File: config.mk
export PLATFORM = sky130hd
export DESIGN_NAME = rst_seq_ctrl
export DESIGN_NICKNAME = d
export VERILOG_FILES = /design/src/rtl/rst_seq_ctrl.sv
export SDC_FILE = /design/constraint.sdc
export NUM_CORES = 1
export LEC_CHECK = 0
export CAP_MARGIN = 20
export CORE_MARGIN = 2
export CORE_UTILIZATION = 47
export DETAILED_ROUTE_END_ITERATION = 8
export HOLD_SLACK_MARGIN = 0.03
export PLACE_DENSITY = 0.74
export RECOVER_POWER = 50
export SYNTH_ARGS = -nofsm -noshare
export SYNTH_HDL_FRONTEND = slang
export SYNTH_SLANG_ARGS = --single-unit
File: constraint.sdc
create_clock -name CLK -period 1.4 [get_ports CLK]
set_input_delay 0.28 -clock CLK [delete_from_list [all_inputs] [get_ports CLK]]
set_output_delay 0.28 -clock CLK [all_outputs]
set_load 0.02 [all_outputs]
File: src/rtl/rst_seq_ctrl.sv
// Reset sequencer for a single clock domain.
// Merges synchronized active-low reset sources with a software reset
// request, holds every block in reset until the request has been clean
// for HOLD_CYCLES, then releases the block resets one at a time
// (bit 0 first) with RELEASE_GAP cycles between releases.
// RST_CAUSE keeps a sticky record of which requests were seen.
//
// Handshake: there is no valid/ready pair. Every output is a plain
// registered level that may be sampled on any cycle.
module rst_seq_ctrl #(
  parameter int NUM_SRC     = 2,
  parameter int SYNC_STAGES = 2,
  parameter int NUM_OUT     = 3,
  parameter int HOLD_CYCLES = 16,
  parameter int RELEASE_GAP = 4
) (
  input  logic               CLK,
  input  logic               RST,
  input  logic [NUM_SRC-1:0] SRC_RST_N,
  input  logic               SW_RST,
  input  logic               CAUSE_CLR,
  output logic [NUM_OUT-1:0] SYNC_RST,
  output logic               RST_DONE,
  output logic [NUM_SRC:0]   RST_CAUSE,
  output logic [1:0]         DBG_STATE
);

  localparam int HW = (HOLD_CYCLES > 1) ? $clog2(HOLD_CYCLES) : 1;
  localparam int GW = (RELEASE_GAP > 1) ? $clog2(RELEASE_GAP) : 1;
  localparam int IW = (NUM_OUT > 1) ? $clog2(NUM_OUT) : 1;

  localparam logic [HW-1:0] HOLD_LAST = HW'(HOLD_CYCLES - 1);
  localparam logic [GW-1:0] GAP_LAST  = GW'(RELEASE_GAP - 1);
  localparam logic [IW-1:0] IDX_LAST  = IW'(NUM_OUT - 1);

  typedef enum logic [1:0] {
    S_HOLD    = 2'd0,
    S_RELEASE = 2'd1,
    S_RUN     = 2'd2
  } state_t;

  // Synchronizer chains, one stage per array entry; the last stage is the usable value.
  logic [NUM_SRC-1:0] sync_q [SYNC_STAGES];
  logic [NUM_SRC-1:0] src_sync;

  // Marks when the chains hold real samples instead of their reset contents.
  logic [SYNC_STAGES-1:0] prime_q;
  logic                   primed;

  state_t               state_q, state_d;
  logic [HW-1:0]        hold_q, hold_d;
  logic [GW-1:0]        gap_q, gap_d;
  logic [IW-1:0]        idx_q, idx_d;
  logic [NUM_OUT-1:0]   sync_rst_q, sync_rst_d;
  logic                 done_q, done_d;
  logic [NUM_SRC:0]     cause_q, cause_d;
  logic                 req;
  logic [NUM_SRC-1:0]   src_req;

  assign src_sync = sync_q[SYNC_STAGES-1];
  assign primed   = prime_q[SYNC_STAGES-1];

  // Shift each external request through its synchronizer; reset reads as asserted.
  always_ff @(posedge CLK) begin
    if (!RST) begin
      for (int s = 0; s < SYNC_STAGES; s++) sync_q[s] <= '0;
      prime_q <= '0;
    end else begin
      sync_q[0] <= SRC_RST_N;
      for (int s = 1; s < SYNC_STAGES; s++) sync_q[s] <= sync_q[s-1];
      prime_q <= {prime_q[SYNC_STAGES-2:0], 1'b1};
    end
  end

  // Request and cause logic. The chain's reset contents hold the sequencer
  // in reset but are not a real event, so they are kept out of the cause record.
  always_comb begin
    req     = (|(~src_sync)) | SW_RST;
    src_req = primed ? ~src_sync : '0;
    cause_d = (CAUSE_CLR ? '0 : cause_q) | {SW_RST, src_req};
  end

  // Next-state and next-output logic for the HOLD/RELEASE/RUN sequence.
  always_comb begin
    state_d    = state_q;
    hold_d     = hold_q;
    gap_d      = gap_q;
    idx_d      = idx_q;
    sync_rst_d = sync_rst_q;
    done_d     = done_q;
    case (state_q)
      S_HOLD: begin
        if (req) begin
          hold_d = '0;
        end else if (hold_q == HOLD_LAST) begin
          sync_rst_d[0] = 1'b1;
          idx_d         = IW'(1);
          gap_d         = '0;
          hold_d        = '0;
          if (NUM_OUT == 1) begin
            done_d  = 1'b1;
            state_d = S_RUN;
          end else begin
            state_d = S_RELEASE;
          end
        end else begin
          hold_d = hold_q + 1'b1;
        end
      end
      S_RELEASE: begin
        if (req) begin
          // A new request beats any release due on this edge.
          sync_rst_d = '0;
          done_d     = 1'b0;
          hold_d     = '0;
          gap_d      = '0;
          idx_d      = '0;
          state_d    = S_HOLD;
        end else if (gap_q == GAP_LAST) begin
          sync_rst_d[idx_q] = 1'b1;
          gap_d             = '0;
          if (idx_q == IDX_LAST) begin
            done_d  = 1'b1;
            state_d = S_RUN;
          end else begin
            idx_d = idx_q + 1'b1;
          end
        end else begin
          gap_d = gap_q + 1'b1;
        end
      end
      S_RUN: begin
        if (req) begin
          sync_rst_d = '0;
          done_d     = 1'b0;
          hold_d     = '0;
          gap_d      = '0;
          idx_d      = '0;
          state_d    = S_HOLD;
        end
      end
      default: begin
        sync_rst_d = '0;
        done_d     = 1'b0;
        hold_d     = '0;
        gap_d      = '0;
        idx_d      = '0;
        state_d    = S_HOLD;
      end
    endcase
  end

  // State, counters and registered outputs.
  always_ff @(posedge CLK) begin
    if (!RST) begin
      state_q    <= S_HOLD;
      hold_q     <= '0;
      gap_q      <= '0;
      idx_q      <= '0;
      sync_rst_q <= '0;
      done_q     <= 1'b0;
      cause_q    <= '0;
    end else begin
      state_q    <= state_d;
      hold_q     <= hold_d;
      gap_q      <= gap_d;
      idx_q      <= idx_d;
      sync_rst_q <= sync_rst_d;
      done_q     <= done_d;
      cause_q    <= cause_d;
    end
  end

  assign SYNC_RST  = sync_rst_q;
  assign RST_DONE  = done_q;
  assign RST_CAUSE = cause_q;
  assign DBG_STATE = state_q;

endmodule

==> summary.txt <==
Detail Placement HPWL: 1750 µm
worst slack, placed: -394 ps
clock share of power: 0.297
ANT nets after route: 0
CP max FO: 3
VDD IR max: 0.637 mV
status: finished with violations
internal power: 808 µW
most frequent cells in the layout: dfxtp_1 (21), buf_4 (21), nor2_1 (11)
Psw: 232 µW
Setup Skew: 1.39 ps
layout cells sized above 1: 0.325
RSZ-0062 raised after global routing: yes
capturing point of the worst reg2reg path: idx_q[1]$_SDFFE_PN0P_
clock root cell: clkbuf_4
Sw Ratio: 0.223
crit path DAT: 1780 ps
first-pass GRT wire length: 4170 µm
mean post-synth cell area: 9.25 µm²
drt via density: 5.40
Yosys reg bits: 23
# Max-Cap Violations: 0
Num CTS Buffers: 3
drt first pass iters: 4
worst skew pair latency: 310 ps
htree depth: 1
Worst Tran Pin Value: 253 ps
syn_nets: 128
setup TNS: -267 ps
worst setup margin: -107 ps
pin count of the biggest net entering global routing: 16
register area share after synthesis: 0.437
Final Hold Vio Count: 0
fmax: 0.664 GHz
First DRT Iteration DRCs: 10
Slew HR: 0.831
CP Data Required Time: 1670 ps
CTS max path bufs: 2
total track usage: 0.213
Antenna diodes: 0
Pwr Density: 698 nW/µm²
clock sink count: 23
Rows: 17
Crit. End Element: register
# hold bufs at CTS: 0
metal3 WL: 132 µm
final period utilization: 1.08
HP Class: input pin to register
Area after DPL: 1360 µm²
DR top layer: met4
Area Overhead vs Synth: 41.2%
Seq pwr share: 0.644
Final min period: 1510 ps
failing checks: setup timing
DR DRC count: 0
Leak: 0.627 nW
Die Y: 51.4 µm
Hold Path Sink: RST_CAUSE[2]$_SDFF_PN0_
origin of the critical flop-to-flop path: DBG_STATE[1]$_SDFFE_PN0P_
initial antenna violation count: 0
Core Footprint: 2170 µm²
WL/cell: 14.4 µm
setup violators final: 5
met2 wire len: 1260 µm
Mapped Area: 1050 µm²
Synth Instances: 114
CTS tree: built
Synth Warn #: 0
Startpoint Class: register
DIE AREA: 2640 µm²
worst reg-to-reg path cell count: 7
distinct cell type count after synthesis: 32
vias: 966
GPL Wtd Cong: 0.786
Fillers: 184
Logic pwr share: 0.059
fin nets: 166
Worst Hold Launch: SW_RST
gr ovfl total: 0
vias in the first global route: 945
Die Span X: 51.4 µm
Worst R2R Setup Slack: -110 ps
Hold Path Depth: 3
critical path type: register to register
Total Wirelength: 2580 µm
Worst-path clk slew: 120 ps
Buffers on Ports: 14
final instance area: 1490 µm²
IO Pins: 15
routed length on met1: 1120 µm
Final Max Slew Viols: 0
Starting Density: 0.486
-- cell families (layout without fill, tap and decap cells) --
| group | count (synthesis) | count (layout) | synth area share |
|---|---|---|---|
| and+or+nand+nor | 48 | 48 | 0.242 |
| buffers and inverters | 10 | 47 | 0.0427 |
| muxes | 2 | 2 | 0.0190 |
| DFF | 23 | 23 | 0.437 |
| AOI/OAI and AO/OA | 23 | 23 | 0.165 |
| adders and majority gates | 8 | 8 | 0.0949 |
-- metal layers --
metal  global-route usage  vias to the layer above
met3               0.0380                        7
met4               0.0877                        0
met5                    0                        -
met2                0.348                       31
met1                0.274                      449
li1                     -                      479
-- critical path: stages (launching register included) --
cell      delay, ps
dfxtp_4         380
inv_4            70
ha_4            140
nand4b_1        160
buf_4           190
or2_4           250
nor2_2          140
a32o_1          130
-- layout make-up --
cell class,count,area (µm²),share of cell area
timing repair buffer,35,284,0.191
sequential,23,468,0.314
clock buffer,4,26.3,0.0176
tap,28,35.0,0.0235
multi-input combinational,81,643,0.432
inverter,8,32.5,0.0218
-- worst max path at each step --
stage / startpoint / to / cells past startpoint
floorplan: DBG_STATE[1]$_SDFFE_PN0P_ / idx_q[1]$_SDFFE_PN0P_ / 6
CTS: DBG_STATE[1]$_SDFFE_PN0P_ / gap_q[0]$_SDFFE_PN0P_ / 5
finish: DBG_STATE[1]$_SDFFE_PN0P_ / idx_q[1]$_SDFFE_PN0P_ / 7
global route: DBG_STATE[1]$_SDFFE_PN0P_ / DBG_STATE[0]$_SDFFE_PN0P_ / 7
global placement: SW_RST / DBG_STATE[0]$_SDFFE_PN0P_ / 5
detailed placement: SW_RST / DBG_STATE[0]$_SDFFE_PN0P_ / 5
-- cells in the mapped netlist (all sizes together) --
master   count  share of area
o21ai        5          0.034
a21oi        5          0.024
or4          2          0.014
clkbuf       1         0.0036
nand2       11          0.039
a2bb2oi      2          0.017
nand4        4          0.024
nand3        4          0.019
nand3b       1         0.0071
and2         5          0.030
a31oi        2          0.012
o21a         3          0.021
nor2b        2          0.012
inv          8          0.028
nand4b       1         0.0083
or3          1         0.0059
ha           8          0.095
a41oi        2          0.017
a311oi       2          0.017
or2          1         0.0059
and3         2          0.018
buf          1          0.011
a221oi       1          0.014
dfxtp       23           0.44
mux2i        2          0.019
nor2        12          0.043
nor3b        1         0.0071
and3b        1         0.0095
a32o         1         0.0095
-- power groups by stage --
stage | Combinational [mW] | Sequential [mW] | Clock, mW
6_report | 0.0612 | 0.670 | 0.308
5_1_grt | 0.0669 | 0.672 | 0.338
4_1_cts | 0.0617 | 0.670 | 0.315
3_5_place_dp | 0.0648 | 0.685 | 0
3_3_place_gp | 0.0634 | 0.684 | 0
2_1_floorplan | 0.0231 | 0.690 | 0
-- repair_timing --
item,4_1_cts,5_1_grt
pin swaps,6,8
setup endpoints to repair,14,12
gates resized for setup,14,12
setup buffers,3,4
-- sequential cells by signal, indices dropped and copies added, names as in the netlist --
| signal | flops |
|---|---|
| DBG_STATE | 2 |
| RST_CAUSE | 3 |
| RST_DONE | 1 |
| SYNC_RST | 3 |
| gap_q | 2 |
| hold_q | 4 |
| idx_q | 2 |
| prime_q | 2 |
| sync_q | 4 |
-- metrics by stage --
| stage | util | hold WS (ps) | cells | total power [mW] |
|---|---|---|---|---|
| 2_1_floorplan | - | 308 | 114 | 0.713 |
| 3_3_place_gp | 0.628 | 414 | 168 | 0.747 |
| 3_5_place_dp | 0.628 | 422 | 168 | 0.749 |
| 4_1_cts | 0.652 | 448 | 175 | 1.05 |
| 5_1_grt | 0.686 | 305 | 179 | 1.08 |
| 6_report | 0.686 | 267 | 179 | 1.04 |
No activity file was read; power rests on OpenSTA's default activity.
